$ cat config.mk
export PLATFORM = sky130hd
export DESIGN_NAME = bit_window_unpacker
export DESIGN_NICKNAME = d
export VERILOG_FILES = /design/src/rtl/bit_window_unpacker_pkg.sv /design/src/rtl/bit_window_shift.sv /design/src/rtl/bit_window_unpacker.sv
export SDC_FILE = /design/constraint.sdc
export NUM_CORES = 1
export LEC_CHECK = 0
export CAP_MARGIN = 20
export CORE_MARGIN = 10
export CORE_UTILIZATION = 36
export CTS_CLUSTER_DIAMETER = 80
export DETAILED_ROUTE_END_ITERATION = 8
export RECOVER_POWER = 100
export SYNTH_ARGS = -nofsm -noshare
export SYNTH_HDL_FRONTEND = slang
export SYNTH_SLANG_ARGS = --single-unit
$ cat constraint.sdc
create_clock -name clk -period 6.9 [get_ports clk]
set_input_delay 0.69 -clock clk [delete_from_list [all_inputs] [get_ports clk]]
set_output_delay 0.69 -clock clk [all_outputs]
set_load 0.01 [all_outputs]
$ cat src/rtl/bit_window_unpacker_pkg.sv
// Shared inflate constants for the bit window unpacker and its consumers.
package bit_window_unpacker_pkg;

  localparam int unsigned BYTE_W = 8;
  localparam int unsigned WIN    = 32;
  localparam int unsigned OUT_W  = 16;

  localparam int unsigned CNT_W = $clog2(WIN + 1);
  localparam int unsigned LEN_W = $clog2(OUT_W + 1);
  // Consume plus align can drop up to OUT_W + 7 bits in one cycle.
  localparam int unsigned SH_W  = $clog2(OUT_W + BYTE_W);

  typedef logic [LEN_W-1:0] consume_len_t;
  typedef logic [CNT_W-1:0] cnt_t;

endpackage

$ cat src/rtl/bit_window_shift.sv
// Combinational right shifter shared by the consume and align paths.
module bit_window_shift #(
  parameter int unsigned DATA_W = 32,
  parameter int unsigned SH_W   = 5
) (
  input  logic [DATA_W-1:0] data,
  input  logic [SH_W-1:0]   amt,
  output logic [DATA_W-1:0] result
);

  assign result = data >> amt;

endmodule

$ cat src/rtl/bit_window_unpacker.sv
// LSB-first bit window fed from a FWFT byte FIFO; supports consume, byte align and flush.
module bit_window_unpacker
  import bit_window_unpacker_pkg::*;
(
  input  logic               clk,
  input  logic               rst,
  input  logic               flush,
  input  logic [7:0]         fifo_rdata,
  input  logic               fifo_rempty,
  output logic               fifo_rinc,
  output logic [OUT_W-1:0]   bits,
  output logic [CNT_W-1:0]   bits_avail,
  input  logic               consume,
  input  consume_len_t       consume_len,
  input  logic               align,
  output logic               err,
  output logic [31:0]        bytes_in
);

  localparam cnt_t FillMax = cnt_t'(WIN - BYTE_W);

  logic [WIN-1:0]  buf_q, buf_d, shifted, ins;
  cnt_t            cnt_q, cnt_d, len_ext, c1, c2;
  logic [2:0]      drop;
  logic [SH_W-1:0] amt;
  logic            cons_ok, pop, err_q, err_d;
  logic [31:0]     bytes_q, bytes_d;

  // Consume and align fold into one shift amount so a single shifter serves both.
  always_comb begin
    len_ext = cnt_t'(consume_len);
    cons_ok = consume && (len_ext <= cnt_q);
    c1      = cons_ok ? cnt_q - len_ext : cnt_q;
    drop    = align ? c1[2:0] : 3'd0;
    c2      = c1 - cnt_t'(drop);
    amt     = (cons_ok ? SH_W'(consume_len) : '0) + SH_W'(drop);
    pop     = !rst && !flush && !fifo_rempty && (c2 <= FillMax);
  end

  bit_window_shift #(
    .DATA_W (WIN),
    .SH_W   (SH_W)
  ) u_shift (
    .data   (buf_q),
    .amt    (amt),
    .result (shifted)
  );

  always_comb begin
    ins     = WIN'(fifo_rdata) << c2;
    buf_d   = pop ? (shifted | ins) : shifted;
    cnt_d   = pop ? c2 + cnt_t'(BYTE_W) : c2;
    err_d   = err_q | (consume && !cons_ok);
    bytes_d = pop ? bytes_q + 32'd1 : bytes_q;
    // Flush wins over everything, including a would-be underflow.
    if (flush) begin
      buf_d   = '0;
      cnt_d   = '0;
      err_d   = 1'b0;
      bytes_d = '0;
    end
  end

  always_ff @(posedge clk or posedge rst) begin
    if (rst) begin
      buf_q   <= '0;
      cnt_q   <= '0;
      err_q   <= 1'b0;
      bytes_q <= '0;
    end else begin
      buf_q   <= buf_d;
      cnt_q   <= cnt_d;
      err_q   <= err_d;
      bytes_q <= bytes_d;
    end
  end

  assign fifo_rinc  = pop;
  assign bits       = buf_q[OUT_W-1:0];
  assign bits_avail = cnt_q;
  assign err        = err_q;
  assign bytes_in   = bytes_q;

endmodule

==> impl_metrics.toml, run 1 <==
[global_route]
grt_overflow = 0
grt_max_degree = 67
first_global_vias = 5530
antenna_found_initial = 0
track_usage_pct = 17.56
grt_pass1_wl_mm = 30.75

[clock_network]
cts_root_buf = "clkbuf_16"
clk_pin_slew_worst_paths_ns = 0.06
insertion_delay_ns = 0.34
cts.repair.resized = 0
cts_tree = "built"
cts_max_level = 3
cts_setup_buffers = 0
cts-buffers-inserted = 9
postCtsHoldBufs = 0
cts_sinks = 71
max-clock-path-buffers = 2

[detailed_routing]
wire_per_inst_um = 20.42
ant_nets = 0
drc = 0
firstDrtPassIters = 5
vias = 5399
viasPerCell = 5.793
drt_iter0_markers = 483
wl_mm = 19.03

[critical_path]
crit_chain = "dlygate4sd3_1 -> ha_1 -> a21oi_1 -> o21ai_0 -> nor2_1 -> o21ai_2 -> and2_0 -> ha_1 -> inv_1 -> fa_2 -> clkinv_1 -> nor2_1 -> a21oi_1 -> mux2i_1 -> mux2i_1 -> a221oi_1 -> o22ai_1"
max_stage_delay_ns = 0.97
cp.arrival_ns = 6.23
startpoint_type = "input pin"
cpMaxStageDelayCell = "fa_2"
cp_data_required_time_ns = 7.07
crit_type = "in2reg"
critPathCaptureType = "register"
path_max_fanout = 26

[floorplan]
dieArea_um2 = 21330
die_w_um = 146.1
core-area_um2 = 15710
fp.dieH_um = 146.1
ios = 75
num_rows = 46
initial_core_util_pct = 36.41

[timing]
clock-skew-final_ns = 0.005210
slew_headroom_pct = -64.69
setup_viol = 0
period_share_pct = 87.92
hold_violations = 0
maxSlewViolCount = 79
worstMarginPinSlew_ns = 2.470
max_freq_mhz = 164.8
final.setup.tns_ns = 0
period_needed_ns = 6.066
rsz0062_at_grt = "false"

[placed_design]
io_buffers = 74
dp_hpwl_mm = 14.22
place_inst = 916
routabilityCongestion = 0.9417

[yosys]
netlist_area_um2 = 5720
synth_nets = 706
ys_ff_latch = 71
synth_top_area_share_pct = 31.06
yosys_warnings = 0
synth_area_leaders = "dfrtp_1 31%, mux2i_1 7.9%, nor2_1 5.2%"
async_flop_share_pct = 100.0
synth_edf_count = 0
post-synth-top-area-cell = "dfrtp_1"
ys.flop_type = "dfrtp_1"
ys_seq_area_share_pct = 31.06
avgSynthCellArea_um2 = 8.475
syn_inst = 675
yosysUniqueCellTypes = 63

[pwr]
p_leak_nw = 3.012
powerDensity_nw_per_um2 = 202.1
vdd_drop_max_mv = 0.1566

[layout]
instances_no_fill = 932
fin_nets = 743
layout_common_cells = "79 x nor2_1, 71 x dfrtp_1, 63 x nand2_1"
mostFrequentLayoutCell = "nor2_1"
final_util_pct = 43.22
syn_to_final_growth_pct = 18.70
drive_gt1_share_pct = 8.240
diodes = 0

[outcome]
outcome = "complete, but fails checks"
violations = "max-capacitance violations, max-slew violations"

[hold_path]
hold_class = "reg2reg"

[run]
drv_cap = 3
area by class of cell:
cell class / count / area, um^2
fillers: 1561 / 8922
multi-input cells: 529 / 3557
flip-flops and latches: 71 / 1777
repair buffers: 85 / 814.5
well taps: 216 / 270.3
clock buffers: 9 / 225.2
clock inverters: 6 / 86.33
inverters: 16 / 60.06
metal layers:
metal	routed length [um]	global-route usage (%)
met1	8150	22.64
met2	9020	28.06
met3	1288	4.234
met4	575	6.206
met5	0	0
state kept, by name, summed over array words and instances, names as in the netlist:
register / cells
buf_q: 32
bytes_in: 32
bits_avail: 6
err: 1
worst max-delay path: cells and delay by family:
kind	cells	cell delay, ns
AOI/OAI and AO/OA	6	1.75
adders and majority gates	3	1.59
buffers and inverters	3	1.06
muxes	2	0.43
and+or+nand+nor	3	0.70
synthesized netlist by cell type (10+ instances only):
cell type / number
and3_1: 17
xor2_1: 24
nor3_1: 14
nand2_1: 62
dfrtp_1: 71
nand3_1: 27
nor2_1: 79
a21oi_1: 44
mux4_2: 12
o22ai_1: 11
mux2i_1: 45
ha_1: 10
or3_1: 10
o21ai_0: 27
nor2b_1: 12
nand4_1: 11
inv_1: 14
clkbuf_1: 33
buf_4: 17
a22oi_1: 12
final timing paths:
path | startpoint | endpoint | slack [ns] | cells after the start
worst max-delay path | consume_len[0] | buf_q[8] | 0.83 | 17
worst min-delay path | err | err | 0.51 | 2
worst max register to register | bits_avail[0] | buf_q[8] | 1.19 | 19
worst min register to register | err | err | 0.51 | 2
max in group asynchronous | rst | buf_q[23] | 2.83 | 3
min in group asynchronous | rst | bytes_in[0] | 1.15 | 2
report_power, final:
part           internal [mW]  switching (mW)  leakage [nW]
clock                  0.314           0.182         0.151
combinational          0.166           0.245          1.88
sequential             0.440          0.0258         0.983
total                  0.919           0.453          3.01
stage by stage:
stage | setup slack (ns) | power [mW] | hold WS (ns) | cell area [um^2]
finish | 0.8336 | 1.373 | 0.5116 | 6790
global route | 0.4061 | 1.446 | 0.5578 | 6790
CTS | 1.285 | 1.390 | 0.5318 | 6837
detailed placement | 0.9443 | 0.8906 | 0.5136 | 6525
global placement | 1.139 | 0.8888 | 0.5083 | 6525
floorplan | 2.081 | 0.7673 | 0.5288 | 5720
kinds of logic after synthesis:
| family | count (synthesis) | share of synthesized area, % |
|---|---|---|
| AND/OR/NAND/NOR | 261 | 22.20 |
| AO/OA/AOI/OAI | 157 | 18.20 |
| buffers and inverters | 75 | 6.190 |
| flip-flops | 71 | 31.06 |
| multiplexers | 66 | 14.41 |
| XOR/XNOR | 33 | 5.053 |
| adder cells (fa/ha/maj) | 12 | 2.887 |
(Power assumes the default switching activity.)
==> run 2, diff against run 1 <==
--- a/config.mk
+++ b/config.mk
@@ -12,4 +12,5 @@
 export DETAILED_ROUTE_END_ITERATION = 8
 export RECOVER_POWER = 100
+export SETUP_SLACK_MARGIN = 0.02
 export SYNTH_ARGS = -nofsm -noshare
 export SYNTH_HDL_FRONTEND = slang
==> constraint.sdc (replaced) <==
create_clock -name clk -period 6.9 [get_ports clk]
set_input_delay 1.38 -clock clk [delete_from_list [all_inputs] [get_ports clk]]
set_output_delay 1.38 -clock clk [all_outputs]
set_load 0.01 [all_outputs]
==> run 2 against run 1 <==
Compared with the run above: the flow still finishes with violations (max-capacitance violations, max-slew violations); die area is the same; wire length rose by 0.89%; utilization increased by 0.62 points; register-to-register slack better by 0.38 ns; fmax fell by 6.6%; count of clock-buffer cells in the layout is 1 higher; setup slack got worse by 0.43 ns; combinational power grew 2%; final cell count up 0.86%; hold slack improved by 0.0093 ns; critical path depth fell by 6; largest cell class unchanged; highest routed layer unchanged.
==> impl_metrics.toml, run 2 (synthesis gave the netlist of run 1 again) <==
[hold_path]
hold_class = "reg2reg"
hp-start = "err"
hold_depth = 2
whs_endpoint = "err"

[run]
drv_cap = 2

[detailed_routing]
drc = 0
ant_nets = 0
wire_per_inst_um = 20.43
wl_mm = 19.20
viasPerCell = 5.832
drt_iter0_markers = 594
vias = 5482
firstDrtPassIters = 6

[placed_design]
routabilityCongestion = 0.9490
io_buffers = 74
dp_slack_ns = 0.3801
dp_hpwl_mm = 14.11
dpl_cell_area_um2 = 6593

[timing]
maxSlewViolCount = 88
rsz0062_at_grt = "false"
period_needed_ns = 6.497
hold_violations = 0
setup_viol = 0
worstMarginPinSlew_ns = 4.033
max_freq_mhz = 153.9
slew_headroom_pct = -168.9
clock-skew-final_ns = 0.01069
finalWorstSetupSlack_ns = 0.4033
final.setup.tns_ns = 0
period_share_pct = 94.15

[global_route]
first_global_vias = 5454
antenna_found_initial = 0
track_usage_pct = 17.64
grt_overflow = 0
grt_max_degree = 72
grt_pass1_wl_mm = 30.76

[clock_network]
max-clock-path-buffers = 2
cts_root_buf = "clkbuf_16"
cts_sinks = 71
cts_max_level = 3
cts.repair.resized = 0
cts_tree = "built"
insertion_delay_ns = 0.34
cts_setup_buffers = 0
cts-buffers-inserted = 9
postCtsHoldBufs = 0
clk_pin_slew_worst_paths_ns = 0.07

[outcome]
violations = "max-capacitance violations, max-slew violations"
outcome = "complete, but fails checks"

[pwr]
power.total_mw = 1.450
powerDensity_nw_per_um2 = 210.4
p_leak_nw = 3.065
vdd_drop_max_mv = 0.1068

[critical_path]
startpoint_type = "input pin"
cp_data_required_time_ns = 5.52
crit_type = "in2out"
r2r_end = "buf_q[8]"
cp.arrival_ns = 5.12
rr_startpoint = "bits_avail[0]"
path_max_fanout = 8
rr_worst_depth = 18
rrSetupSlack_ns = 1.57
critPathCaptureType = "output pin"

[floorplan]
ios = 75
die_w_um = 146.1
core-area_um2 = 15710
dieArea_um2 = 21330
initial_core_util_pct = 36.41
fp.dieH_um = 146.1
num_rows = 46

[layout]
multi_input_area_um2 = 3556
syn_to_final_growth_pct = 20.41
layout_common_cells = "79 x nor2_1, 71 x dfrtp_1, 63 x nand2_1"
diodes = 0
regArea_um2 = 1777
mostFrequentLayoutCell = "nor2_1"
drive_gt1_share_pct = 8.978
stdcell_area_um2 = 6888
fin_nets = 750
n_fill_cell = 1512
-- run 2: final cells by class --
| cell class | instances | area share [%] |
|---|---|---|
| clock buffer | 10 | 3.470 |
| clock inverter | 6 | 1.671 |
| inverter | 16 | 0.8719 |
| multi-input combinational | 529 | 51.63 |
| sequential | 71 | 25.79 |
| tap | 216 | 3.924 |
| timing repair buffer | 92 | 12.64 |
-- run 2: worst max path at each step --
stage,from,endpoint
final,consume_len[0],fifo_rinc
after global routing,consume_len[0],fifo_rinc
after CTS,consume_len[0],buf_q[8]
after detailed placement,consume_len[0],buf_q[8]
after global placement,consume_len[0],buf_q[2]
after floorplan,consume_len[0],buf_q[20]
-- run 2: power breakdown --
part           total, mW  leakage [nW]  internal (mW)  switching [mW]
logic              0.418          1.91          0.171           0.248
registers          0.467         0.983          0.439          0.0274
clock network      0.564         0.170          0.366           0.198
total               1.45          3.06          0.976           0.474
-- run 2: critical path, stage by stage --
cell,delay [ns]
clkdlybuf4s50_1,0.48
ha_1,0.20
inv_1,0.06
fa_1,0.43
a21oi_2,0.21
o21a_1,0.23
nand2_1,0.22
mux2i_1,0.63
inv_1,0.24
a31oi_1,0.34
dlygate4sd3_1,0.68
-- run 2: stage by stage --
| stage | util [%] | hold WS, ns | std cells |
|---|---|---|---|
| after floorplan | - | 0.5288 | 675 |
| after global placement | 41.86 | 0.5102 | 923 |
| after detailed placement | 41.96 | 0.5148 | 924 |
| after CTS | 44.21 | 0.5341 | 940 |
| after global routing | 43.84 | 0.5782 | 940 |
| final | 43.84 | 0.5209 | 940 |
-- run 2: layer usage --
metal / up-vias / share of wire [%] / global-route usage, %
li1: 2523 / - / -
met1: 2712 / 43 / 22.61
met2: 216 / 48 / 28.43
met3: 31 / 7.7 / 4.883
met4: 0 / 1.6 / 5.105
met5: - / 0 / 0
